## src/rtl/softplus_pwl_stream.sv

```systemverilog
// Streaming softplus y = ln(1+e^x) on signed Q-format samples: 8-region chord
// approximation in a 3-stage valid/ready pipeline with a per-sample ReLU bypass.
module softplus_pwl_stream #(
  parameter int N = 16,
  parameter int Q = 12
) (
  input  logic         clk,
  input  logic         rst,
  input  logic         in_valid,
  output logic         in_ready,
  input  logic [N-1:0] in_data,
  input  logic         in_mode,
  output logic         out_valid,
  input  logic         out_ready,
  output logic [N-1:0] out_data,
  output logic         busy
);

  localparam real SCALE = real'(1 << Q);

  localparam real SP_N4 = 0.018150;
  localparam real SP_N2 = 0.126928;
  localparam real SP_N1 = 0.313262;
  localparam real SP_0  = 0.693147;
  localparam real SP_P1 = 1.313262;
  localparam real SP_P2 = 2.126928;
  localparam real SP_P4 = 4.018150;

  // Chord intercepts (softplus at each region's left breakpoint), rounded to nearest.
  localparam int YA1 = $rtoi(SP_N4 * SCALE + 0.5);
  localparam int YA2 = $rtoi(SP_N2 * SCALE + 0.5);
  localparam int YA3 = $rtoi(SP_N1 * SCALE + 0.5);
  localparam int YA4 = $rtoi(SP_0  * SCALE + 0.5);
  localparam int YA5 = $rtoi(SP_P1 * SCALE + 0.5);
  localparam int YA6 = $rtoi(SP_P2 * SCALE + 0.5);

  // Chord slopes, all in [0,1) so they fit Q+1 unsigned bits.
  localparam int M1 = $rtoi((SP_N2 - SP_N4) / 2.0 * SCALE + 0.5);
  localparam int M2 = $rtoi((SP_N1 - SP_N2) * SCALE + 0.5);
  localparam int M3 = $rtoi((SP_0  - SP_N1) * SCALE + 0.5);
  localparam int M4 = $rtoi((SP_P1 - SP_0 ) * SCALE + 0.5);
  localparam int M5 = $rtoi((SP_P2 - SP_P1) * SCALE + 0.5);
  localparam int M6 = $rtoi((SP_P4 - SP_P2) / 2.0 * SCALE + 0.5);

  localparam logic signed [N-1:0] BP_N4 = N'(-4 * (1 << Q));
  localparam logic signed [N-1:0] BP_N2 = N'(-2 * (1 << Q));
  localparam logic signed [N-1:0] BP_N1 = N'(-1 * (1 << Q));
  localparam logic signed [N-1:0] BP_0  = '0;
  localparam logic signed [N-1:0] BP_P1 = N'(1 << Q);
  localparam logic signed [N-1:0] BP_P2 = N'(2 * (1 << Q));
  localparam logic signed [N-1:0] BP_P4 = N'(4 * (1 << Q));

  localparam logic signed [N+1:0] Y_MAX = (N+2)'((1 << (N-1)) - 1);

  function automatic logic [Q:0] m_lut(input logic [2:0] r);
    case (r)
      3'd1:    m_lut = (Q+1)'(M1);
      3'd2:    m_lut = (Q+1)'(M2);
      3'd3:    m_lut = (Q+1)'(M3);
      3'd4:    m_lut = (Q+1)'(M4);
      3'd5:    m_lut = (Q+1)'(M5);
      3'd6:    m_lut = (Q+1)'(M6);
      default: m_lut = '0;
    endcase
  endfunction

  function automatic logic signed [N+1:0] ya_lut(input logic [2:0] r);
    case (r)
      3'd1:    ya_lut = (N+2)'(YA1);
      3'd2:    ya_lut = (N+2)'(YA2);
      3'd3:    ya_lut = (N+2)'(YA3);
      3'd4:    ya_lut = (N+2)'(YA4);
      3'd5:    ya_lut = (N+2)'(YA5);
      3'd6:    ya_lut = (N+2)'(YA6);
      default: ya_lut = '0;
    endcase
  endfunction

  logic                   advance;
  logic                   v1, v2, v3;
  logic signed [N-1:0]    x1, dx1, x2, p2;
  logic [2:0]             r1, r2;
  logic                   mode1, mode2;
  logic [N-1:0]           d3;

  logic signed [N-1:0]    x_in, dx_in;
  logic [2:0]             region;
  logic signed [N+Q+1:0]  prod;
  logic signed [N-1:0]    p_next;
  logic signed [N+1:0]    y_pre;
  logic [N-1:0]           y_sat;

  assign advance   = !v3 || out_ready;
  assign in_ready  = advance;
  assign out_valid = v3;
  assign out_data  = d3;
  assign busy      = v1 | v2 | v3;
  assign x_in      = $signed(in_data);

  // Stage 1: region select; a breakpoint value lands in the region to its right.
  always_comb begin
    region = 3'd0;
    dx_in  = '0;
    if (x_in < BP_N4) begin
      region = 3'd0;
    end else if (x_in < BP_N2) begin
      region = 3'd1;
      dx_in  = x_in - BP_N4;
    end else if (x_in < BP_N1) begin
      region = 3'd2;
      dx_in  = x_in - BP_N2;
    end else if (x_in < BP_0) begin
      region = 3'd3;
      dx_in  = x_in - BP_N1;
    end else if (x_in < BP_P1) begin
      region = 3'd4;
      dx_in  = x_in - BP_0;
    end else if (x_in < BP_P2) begin
      region = 3'd5;
      dx_in  = x_in - BP_P1;
    end else if (x_in < BP_P4) begin
      region = 3'd6;
      dx_in  = x_in - BP_P2;
    end else begin
      region = 3'd7;
    end
  end

  // Stage 2: dx is non-negative and the slope is below one, so the floored product fits N bits.
  always_comb begin
    prod   = (N+Q+2)'($signed({1'b0, m_lut(r1)})) * (N+Q+2)'(dx1);
    p_next = N'(prod >>> Q);
  end

  // Stage 3: region/mode result, then clamp to the non-negative range.
  always_comb begin
    case (r2)
      3'd0:    y_pre = '0;
      3'd7:    y_pre = (N+2)'(x2);
      default: y_pre = ya_lut(r2) + (N+2)'(p2);
    endcase
    if (mode2) begin
      y_pre = (x2 > 0) ? (N+2)'(x2) : '0;
    end
    if (y_pre < 0) begin
      y_sat = '0;
    end else if (y_pre > Y_MAX) begin
      y_sat = N'(Y_MAX);
    end else begin
      y_sat = N'(y_pre);
    end
  end

  always_ff @(posedge clk or posedge rst) begin
    if (rst) begin
      v1    <= 1'b0;
      v2    <= 1'b0;
      v3    <= 1'b0;
      x1    <= '0;
      dx1   <= '0;
      r1    <= '0;
      mode1 <= 1'b0;
      x2    <= '0;
      p2    <= '0;
      r2    <= '0;
      mode2 <= 1'b0;
      d3    <= '0;
    end else if (advance) begin
      v1 <= in_valid;
      if (in_valid) begin
        x1    <= x_in;
        dx1   <= dx_in;
        r1    <= region;
        mode1 <= in_mode;
      end
      v2 <= v1;
      if (v1) begin
        x2    <= x1;
        p2    <= p_next;
        r2    <= r1;
        mode2 <= mode1;
      end
      v3 <= v2;
      if (v2) begin
        d3 <= y_sat;
      end
    end
  end

endmodule

```

## config.mk

```make
export PLATFORM = sky130hd
export DESIGN_NAME = softplus_pwl_stream
export DESIGN_NICKNAME = d
export VERILOG_FILES = /design/src/rtl/softplus_pwl_stream.sv
export SDC_FILE = /design/constraint.sdc
export NUM_CORES = 1
export LEC_CHECK = 0
export CORE_MARGIN = 4
export CORE_UTILIZATION = 60
export DETAILED_ROUTE_END_ITERATION = 12
export PLACE_DENSITY = 0.87
export RECOVER_POWER = 50
export SLEW_MARGIN = 20
export SYNTH_ARGS = -nofsm -noshare
export SYNTH_HDL_FRONTEND = slang
export SYNTH_SLANG_ARGS = --single-unit
```

## constraint.sdc

```tcl
create_clock -name clk -period 9.4 [get_ports clk]
set_clock_uncertainty 0.15 [all_clocks]
set_input_delay 2.82 -clock clk [delete_from_list [all_inputs] [get_ports clk]]
set_output_delay 2.82 -clock clk [all_outputs]
set_load 0.02 [all_outputs]
```

After elaboration in Yosys (flattened, before gate mapping) --
Index checks and enable logic that the tools add are counted.
Storage, ports and cells: output and inout bits 19, latch bits 0, memory bits (writable) 0, memory bits (read-only) 0, input port bits 21, flip-flop bits (word level) 91, word-level logic and storage cells 73, memories kept 0
Cells by class: equal/unequal tests 13, magnitude comparators 10, multiply operators 1, add/subtract/negate cells 6, reduce and logical (&&, ||, !) cells 7, shifts and indexed selects 0, mux-type cells 22, divide/modulo/power cells 0, bitwise logic cells 2
Operators with widths (number):
- two-way mux 16 bit | 9
- one-hot mux 14 bit (6 select lines) | 1
- one-hot mux 12 bit (6 select lines) | 1
- two-way mux 18 bit | 3
- one-hot mux 18 bit (2 select lines) | 1
- less-than comparator 16 x 14 -> 1 bit (second input constant) | 2
- less-than comparator 16 x 15 -> 1 bit (second input constant) | 2
- subtractor 16 x 14 -> 16 bit (second input constant) | 2
- subtractor 16 x 15 -> 16 bit (second input constant) | 2
- multiplier 13 x 16 -> 28 bit | 1
- equality test 3 bit (second input constant) | 7
- adder 18 x 16 -> 18 bit | 1
- greater-than comparator 18 x 16 -> 1 bit (second input constant) | 1
- less-than comparator 18 x 1 -> 1 bit (second input constant) | 1
- greater-than comparator 16 x 1 -> 1 bit (second input constant) | 1
- less-than comparator 16 x 1 -> 1 bit (second input constant) | 1
- less-than comparator 16 x 13 -> 1 bit (second input constant) | 1
- less-than comparator 16 bit (second input constant) | 1
- subtractor 16 x 13 -> 16 bit (second input constant) | 1
- equality test 3 x 2 -> 1 bit (second input constant) | 4
- two-way mux 3 bit | 4
- equality test 3 x 1 -> 1 bit (second input constant) | 2
- AND reduction 2 bit | 3
- two-way mux 2 bit | 2
- 6 further kinds | 7

Longest topological paths before layout --
Gate-level depths: netlist of run 1.
depth after elaboration 9, gate-level depth with buffers 26, depth with buffers taken out 24

Least setup slack after synthesis of run 1 --
OpenSTA, ideal clock, no wires.
path type input-to-output, start input out_ready, end output in_ready, data required time 6430 ps, stages 2, path buffers 1, arrival time 3253 ps, slack 3177 ps, cell sequence nand2b_1 > clkbuf_1
On the way: cells in the longest elaborated chain, start to end 1
Ends and longest elaborated chain:
- start, declared | RTL line 14 | input logic out_ready,
- logical OR 1 bit | RTL line 93 | assign advance = !v3 || out_ready;
- end, declared | RTL line 10 | output logic in_ready,
Every way passes these cells.

Worst setup path in the final report of run 1 --
Same ends and word-level chain as after synthesis.

==> flow_summary.json, run 1 <==
{
  "run_status": "complete, but fails checks",
  "violations": "capacitance limit, slew limit",
  "cts_tree": "done",
  "start_util_pct": 61.6,
  "worstPathRequired_ns": 6.43,
  "gp_congestion": 0.922,
  "place.detailed.hpwl_mm": 20.8,
  "seqCellArea_um2": 2250,
  "num-nets-final": 1499,
  "grt_max_degree": 74,
  "die_y_um": 145,
  "finalSetupViolCount": 0,
  "finalNonFillerCells": 1461,
  "die-area_um2": 20900,
  "seq_area_frac_synth_pct": 20.1,
  "ant_nets": 0,
  "clkTransAtPathRegs_ns": 0.06,
  "hold_ws_ns": 0.328,
  "antenna_found_initial": 0,
  "syn-mean-instance-area_um2": 9.14,
  "max-cap-violations": 1,
  "drtIter0Drc": 600,
  "synthCells": 1223,
  "grt_first_pass_wirelength_mm": 45.2,
  "die_w_um": 145,
  "crit_arrival_ns": 4.40,
  "max_slew_margin_pct": -150,
  "drt_pass1_iterations": 6,
  "clock_sinks": 90,
  "numCtsBuffers": 9,
  "drc": 0,
  "multi_input_area_um2": 7790,
  "holdBufCountCts": 0,
  "hp-class": "register to register",
  "syn-num-nets": 1494,
  "slew_violations": 74,
  "synthFlopType": "dfrtp_1",
  "synth_seq_cells": 90,
  "diodes": 0,
  "wire_per_inst_um": 18.2,
  "grt_pass1_vias": 9470,
  "layout-drive-gt1-share_pct": 4.46,
  "viasPerCell": 5.88,
  "path_class": "input port to output port",
  "worst_slew_pin_slew_ns": 3.75,
  "area_growth_pct": 7.38,
  "clk_root_buffer_cell": "clkbuf_16",
  "ys_async_sr_fraction_pct": 100,
  "finalWirelength_mm": 26.6,
  "yosysWarnings": 0,
  "io_buffers": 39,
  "p_leak_nw": 6.12,
  "clk_path_buf_depth": 2,
  "gr-total-overflow": 0,
  "clock_latency_ns": 0.34,
  "grt_usage_pct": 27.3,
  "critPathLaunchType": "input port",
  "synth_edf_count": 0,
  "synth.distinct_cells": 66,
  "dp.cells": 1446,
  "irDropWorstVdd_uv": 349,
  "htree_levels": 3,
  "finalSetupTns_ns": 0,
  "via_count": 8591,
  "rows": 49,
  "p_per_area_nw_per_um2": 363,
  "io-pin-count": 40,
  "rsz0062_at_grt": "no",
  "core_region_area_um2": 18100,
  "fmax_mhz": 136,
  "critPathCaptureType": "output port",
  "cp_max_fo": 10,
  "netlist_area_um2": 11200,
  "total_power_mw": 4.36,
  "n_fill_cell": 1366,
  "post_cts_resized": 0,
  "period_share_pct": 78.4,
  "post-route-min-period_ns": 7.37,
  "hold_viol_final": 0,
  "cts_setup_buffers": 0
}
critical path: stages:
cell	delay, ns
dlygate4sd3_1	0.55
nand2b_1	0.34
clkdlybuf4s50_1	0.68
cell families after synthesis:
| family | Yosys count | share of synthesized area [%] |
|---|---|---|
| muxes | 20 | 1.99 |
| DFF | 90 | 20.1 |
| buffers and inverters | 299 | 10.2 |
| xor gates and xnor gates | 41 | 3.28 |
| adders and majority gates | 250 | 38.9 |
| and+or+nand+nor | 344 | 14.8 |
| AOI/OAI and AO/OA | 179 | 10.7 |
final timing paths:
path | start | endpoint | slack, ns | cells after the start
max in group asynchronous | rst | dx1[9]$_DFFE_PP0P_ | 2.24 | 3
worst max register to register | r1[0]$_DFFE_PP0P_ | p2[11]$_DFFE_PP0P_ | 2.42 | 21
min in group asynchronous | rst | out_valid$_DFFE_PP0N_ | 2.89 | 2
worst min register to register | x1[3]$_DFFE_PP0P_ | x1[3]$_DFFE_PP0P_ | 0.33 | 2
worst min-delay path | x1[3]$_DFFE_PP0P_ | x1[3]$_DFFE_PP0P_ | 0.33 | 2
worst max-delay path | out_ready | in_ready | 2.03 | 3
metal layers:
layer  vias to the layer above  global-route usage [%]  share of wire [%]
li1                       3867                       -                  -
met5                         -                       0                  0
met1                      4283                    34.3                 39
met3                        95                    4.10                6.7
met4                         0                    9.57                3.5
met2                       346                    48.2                 51
registers in the layout, summed over array words and instances, names as in the netlist, 3 cells and up:
register,cells
r1,3
out_data,16
r2,3
x2,16
p2,16
x1,16
dx1,15
layout make-up:
class	count	area share, %
clock inverters	5	0.521
inverters	246	7.70
clock buffers	10	1.99
well taps	229	2.39
flip-flops and latches	90	18.8
repair buffers	47	3.72
multi-input cells	834	64.9
layout by cell type, fill, tap and decap left out, types with 8 or more instances in the layout:
master	count
a211oi_1	12
a21o_1	8
a21oi_1	30
a31oi_1	12
and2_1	70
and3_1	15
clkbuf_16	9
clkdlybuf4s50_1	31
dfrtp_1	90
dlygate4sd3_1	8
fa_1	162
ha_1	88
inv_1	245
mux2_2	18
nand2_1	163
nand3_1	11
nor2_1	35
nor3_1	14
o21ai_0	41
o21ai_1	12
xnor2_1	23
xor2_1	17
power by group:
| part | internal, mW | switching (mW) |
|---|---|---|
| Combinational | 1.36 | 1.90 |
| Clock | 0.213 | 0.154 |
| Sequential | 0.532 | 0.201 |
| Total | 2.10 | 2.25 |
synth_stat cells, types with 7 or more instances:
| master | count | area [um^2] |
|---|---|---|
| nor3_1 | 14 | 70.1 |
| and2_1 | 70 | 438 |
| ha_1 | 88 | 1100 |
| fa_1 | 162 | 3240 |
| clkbuf_1 | 46 | 173 |
| xor2_1 | 17 | 149 |
| o21ai_0 | 43 | 215 |
| o21bai_1 | 7 | 52.6 |
| xnor2_1 | 23 | 201 |
| a221oi_1 | 7 | 61.3 |
| dfrtp_1 | 90 | 2250 |
| and3_1 | 15 | 93.8 |
| a21oi_1 | 30 | 150 |
| nor2_1 | 36 | 135 |
| o21ai_1 | 10 | 50.1 |
| a31oi_1 | 12 | 75.1 |
| nand3_1 | 11 | 55.1 |
| nand2b_1 | 7 | 43.8 |
| nand2_1 | 163 | 612 |
| a211oi_1 | 12 | 90.1 |
| mux2_2 | 18 | 203 |
| a21o_1 | 8 | 60.1 |
| inv_1 | 246 | 923 |
stage by stage:
step	area [um^2]	setup WS [ns]	utilization (%)
2_1_floorplan	11200	3.18	-
3_3_place_gp	11700	2.13	64.5
3_5_place_dp	11700	2.11	64.5
4_1_cts	12000	2.11	66.2
5_1_grt	12000	1.44	66.1
6_report	12000	2.03	66.1
(Power assumes the default switching activity.)
==> inputs of run 2 (changes only) <==
==> constraint.sdc (replaced) <==
create_clock -name clk -period 6.8 [get_ports clk]
set_clock_uncertainty 0.15 [all_clocks]
set_input_delay 2.04 -clock clk [delete_from_list [all_inputs] [get_ports clk]]
set_output_delay 2.04 -clock clk [all_outputs]
set_load 0.02 [all_outputs]
==> run 2 against run 1 <==
Against the previous run: the flow still finishes with violations (capacitance limit, slew limit); wire length increased by 0.41%; die area unchanged; sequential power increased by 36%; critical path type is now register to register; critical endpoint is now p2[11]$_DFFE_PP0P_.
==> flow_summary.json, run 2 (synthesis gave the netlist of run 1 again) <==
{
  "worst_slew_pin_slew_ns": 2.62,
  "drtIter0Drc": 620,
  "cts_tree": "done",
  "drc": 0,
  "critPathLaunchType": "register",
  "mostFrequentLayoutCell": "inv_1",
  "slew_violations": 135,
  "grt_usage_pct": 26.9,
  "p_seq_share_pct": 16.4,
  "max-cap-violations": 3,
  "clock_sinks": 90,
  "critPathCaptureType": "register",
  "irDropWorstVdd_uv": 366,
  "crit_chain": "xnor2_1 > o21ai_1 > buf_4 > and2_1 > inv_1 > fa_1 > fa_1 > inv_1 > fa_1 > fa_1 > fa_1 > ha_1 > a21o_1 > a31oi_1 > o21ai_0 > or3_1 > or2_1 > a31o_2 > a211oi_1 > o31ai_1",
  "max_slew_margin_pct": -75.7,
  "die-area_um2": 20900,
  "antenna_found_initial": 1,
  "p_per_area_nw_per_um2": 506,
  "final_util_pct": 66.4,
  "cp_max_fo": 21,
  "reg2reg_from": "r1[1]$_DFFE_PP0P_",
  "hold_depth": 2,
  "hold_viol_final": 0,
  "worst-path-buf-inv": 3,
  "finalWirelength_mm": 26.7,
  "hp-start": "mode1$_DFFE_PP0P_",
  "viasPerCell": 5.87,
  "diodes": 0,
  "clkTransAtPathRegs_ns": 0.07,
  "ant_nets": 0,
  "intPower_mw": 2.94,
  "wire_per_inst_um": 18.2,
  "run_status": "complete, but fails checks",
  "fin_area_um2": 12100,
  "io_buffers": 39,
  "layout-drive-gt1-share_pct": 5.17,
  "grt_max_degree": 63,
  "start_util_pct": 61.6,
  "switchingPower_mw": 3.16,
  "hp-class": "register to register",
  "clock_latency_ns": 0.35,
  "finalNonFillerCells": 1467,
  "total_power_mw": 6.10,
  "die_y_um": 145,
  "worstPathRequired_ns": 6.88,
  "io-pin-count": 40,
  "rr_worst_depth": 20,
  "clock_power_share_pct": 8.4,
  "grt_first_pass_wirelength_mm": 44.4,
  "gp_congestion": 1.01,
  "drt_pass1_iterations": 5,
  "crit_family": "adder cells",
  "p_leak_nw": 6.14,
  "combPwrFrac_pct": 75.2,
  "clk_path_buf_depth": 2,
  "path_class": "register to register",
  "rsz0062_at_grt": "no",
  "worst-path-stages": 20,
  "numCtsBuffers": 9,
  "rows": 49,
  "crit_top_cell": "fa_1",
  "crit_path_max_incr_delay_ns": 0.55,
  "violations": "capacitance limit, slew limit",
  "finalSetupTns_ns": 0,
  "fmax_mhz": 156,
  "final_cell_mix": "inv_1 (245), nand2_1 (163), fa_1 (161), dfrtp_1 (89), ha_1 (88)",
  "post-route-min-period_ns": 6.39,
  "gr-total-overflow": 0,
  "crit_start": "r1[1]$_DFFE_PP0P_",
  "finalSetupViolCount": 0,
  "hold_ws_ns": 0.341,
  "crit_arrival_ns": 6.47,
  "crit_slowest_cell": "fa_1",
  "area_growth_pct": 7.81,
  "core_region_area_um2": 18100,
  "p_sw_share_pct": 51.9,
  "place_area_um2": 11700,
  "num-nets-final": 1504,
  "grt_pass1_vias": 9174,
  "clk_root_buffer_cell": "clkbuf_16",
  "place.detailed.hpwl_mm": 21.3,
  "period_share_pct": 94.0,
  "htree_levels": 3,
  "fin_ws_ns": 0.410,
  "dp.cells": 1451,
  "pre_cts_slack_ns": 0.328,
  "via_count": 8618,
  "die_w_um": 145
}
run 2: cell types whose count changed in the layout (fill, tap and decap cells not counted), moves of 2 or more:
cell,delta
clkdlybuf4s50_1,+4
buf_4,+4
dlygate4sd3_1,-4
clkbuf_1,+2
run 2: power groups by stage:
stage	clock [mW]	combinational (mW)	sequential (mW)
2_1_floorplan	0	3.37	0.901
3_3_place_gp	0	4.31	0.982
3_5_place_dp	0	4.53	0.989
4_1_cts	0.515	4.57	0.987
5_1_grt	0.535	5.21	1.02
6_report	0.513	4.59	1.00
run 2: worst paths after layout:
check,end,slack (ns)
min in group asynchronous,out_data[1]$_DFFE_PP0P_,2.74
hold / removal,mode1$_DFFE_PP0P_,0.34
setup / recovery,p2[11]$_DFFE_PP0P_,0.41
setup reg to reg,p2[11]$_DFFE_PP0P_,0.41
max in group asynchronous,r1[2]$_DFFE_PP0P_,1.41
hold reg to reg,mode1$_DFFE_PP0P_,0.34
run 2: layout make-up:
type | instances | area (um^2)
multi-input cells | 834 | 7800
fillers | 1371 | 6090
flip-flops and latches | 90 | 2250
inverters | 246 | 925
repair buffers | 52 | 480
well taps | 229 | 287
clock buffers | 10 | 229
clock inverters | 6 | 73.8
run 2: tightest hold or removal path, stage by stage (launching register included):
cell and delay (ns):
dfrtp_1 0.34, nand2_1 0.05, nand2_1 0.06
run 2: timing repair:
item | in CTS | in global routing
buffers inserted | 0 | 0
endpoints found under the setup margin | 0 | 4
resized for setup | 0 | 6
hold buffers | 0 | 0
run 2: per-layer routing:
metal | global-route usage, % | share of wire (%)
met2 | 47.6 | 51
met1 | 34.4 | 38
met3 | 3.24 | 7.7
met4 | 8.64 | 3.1
met5 | 0 | 0
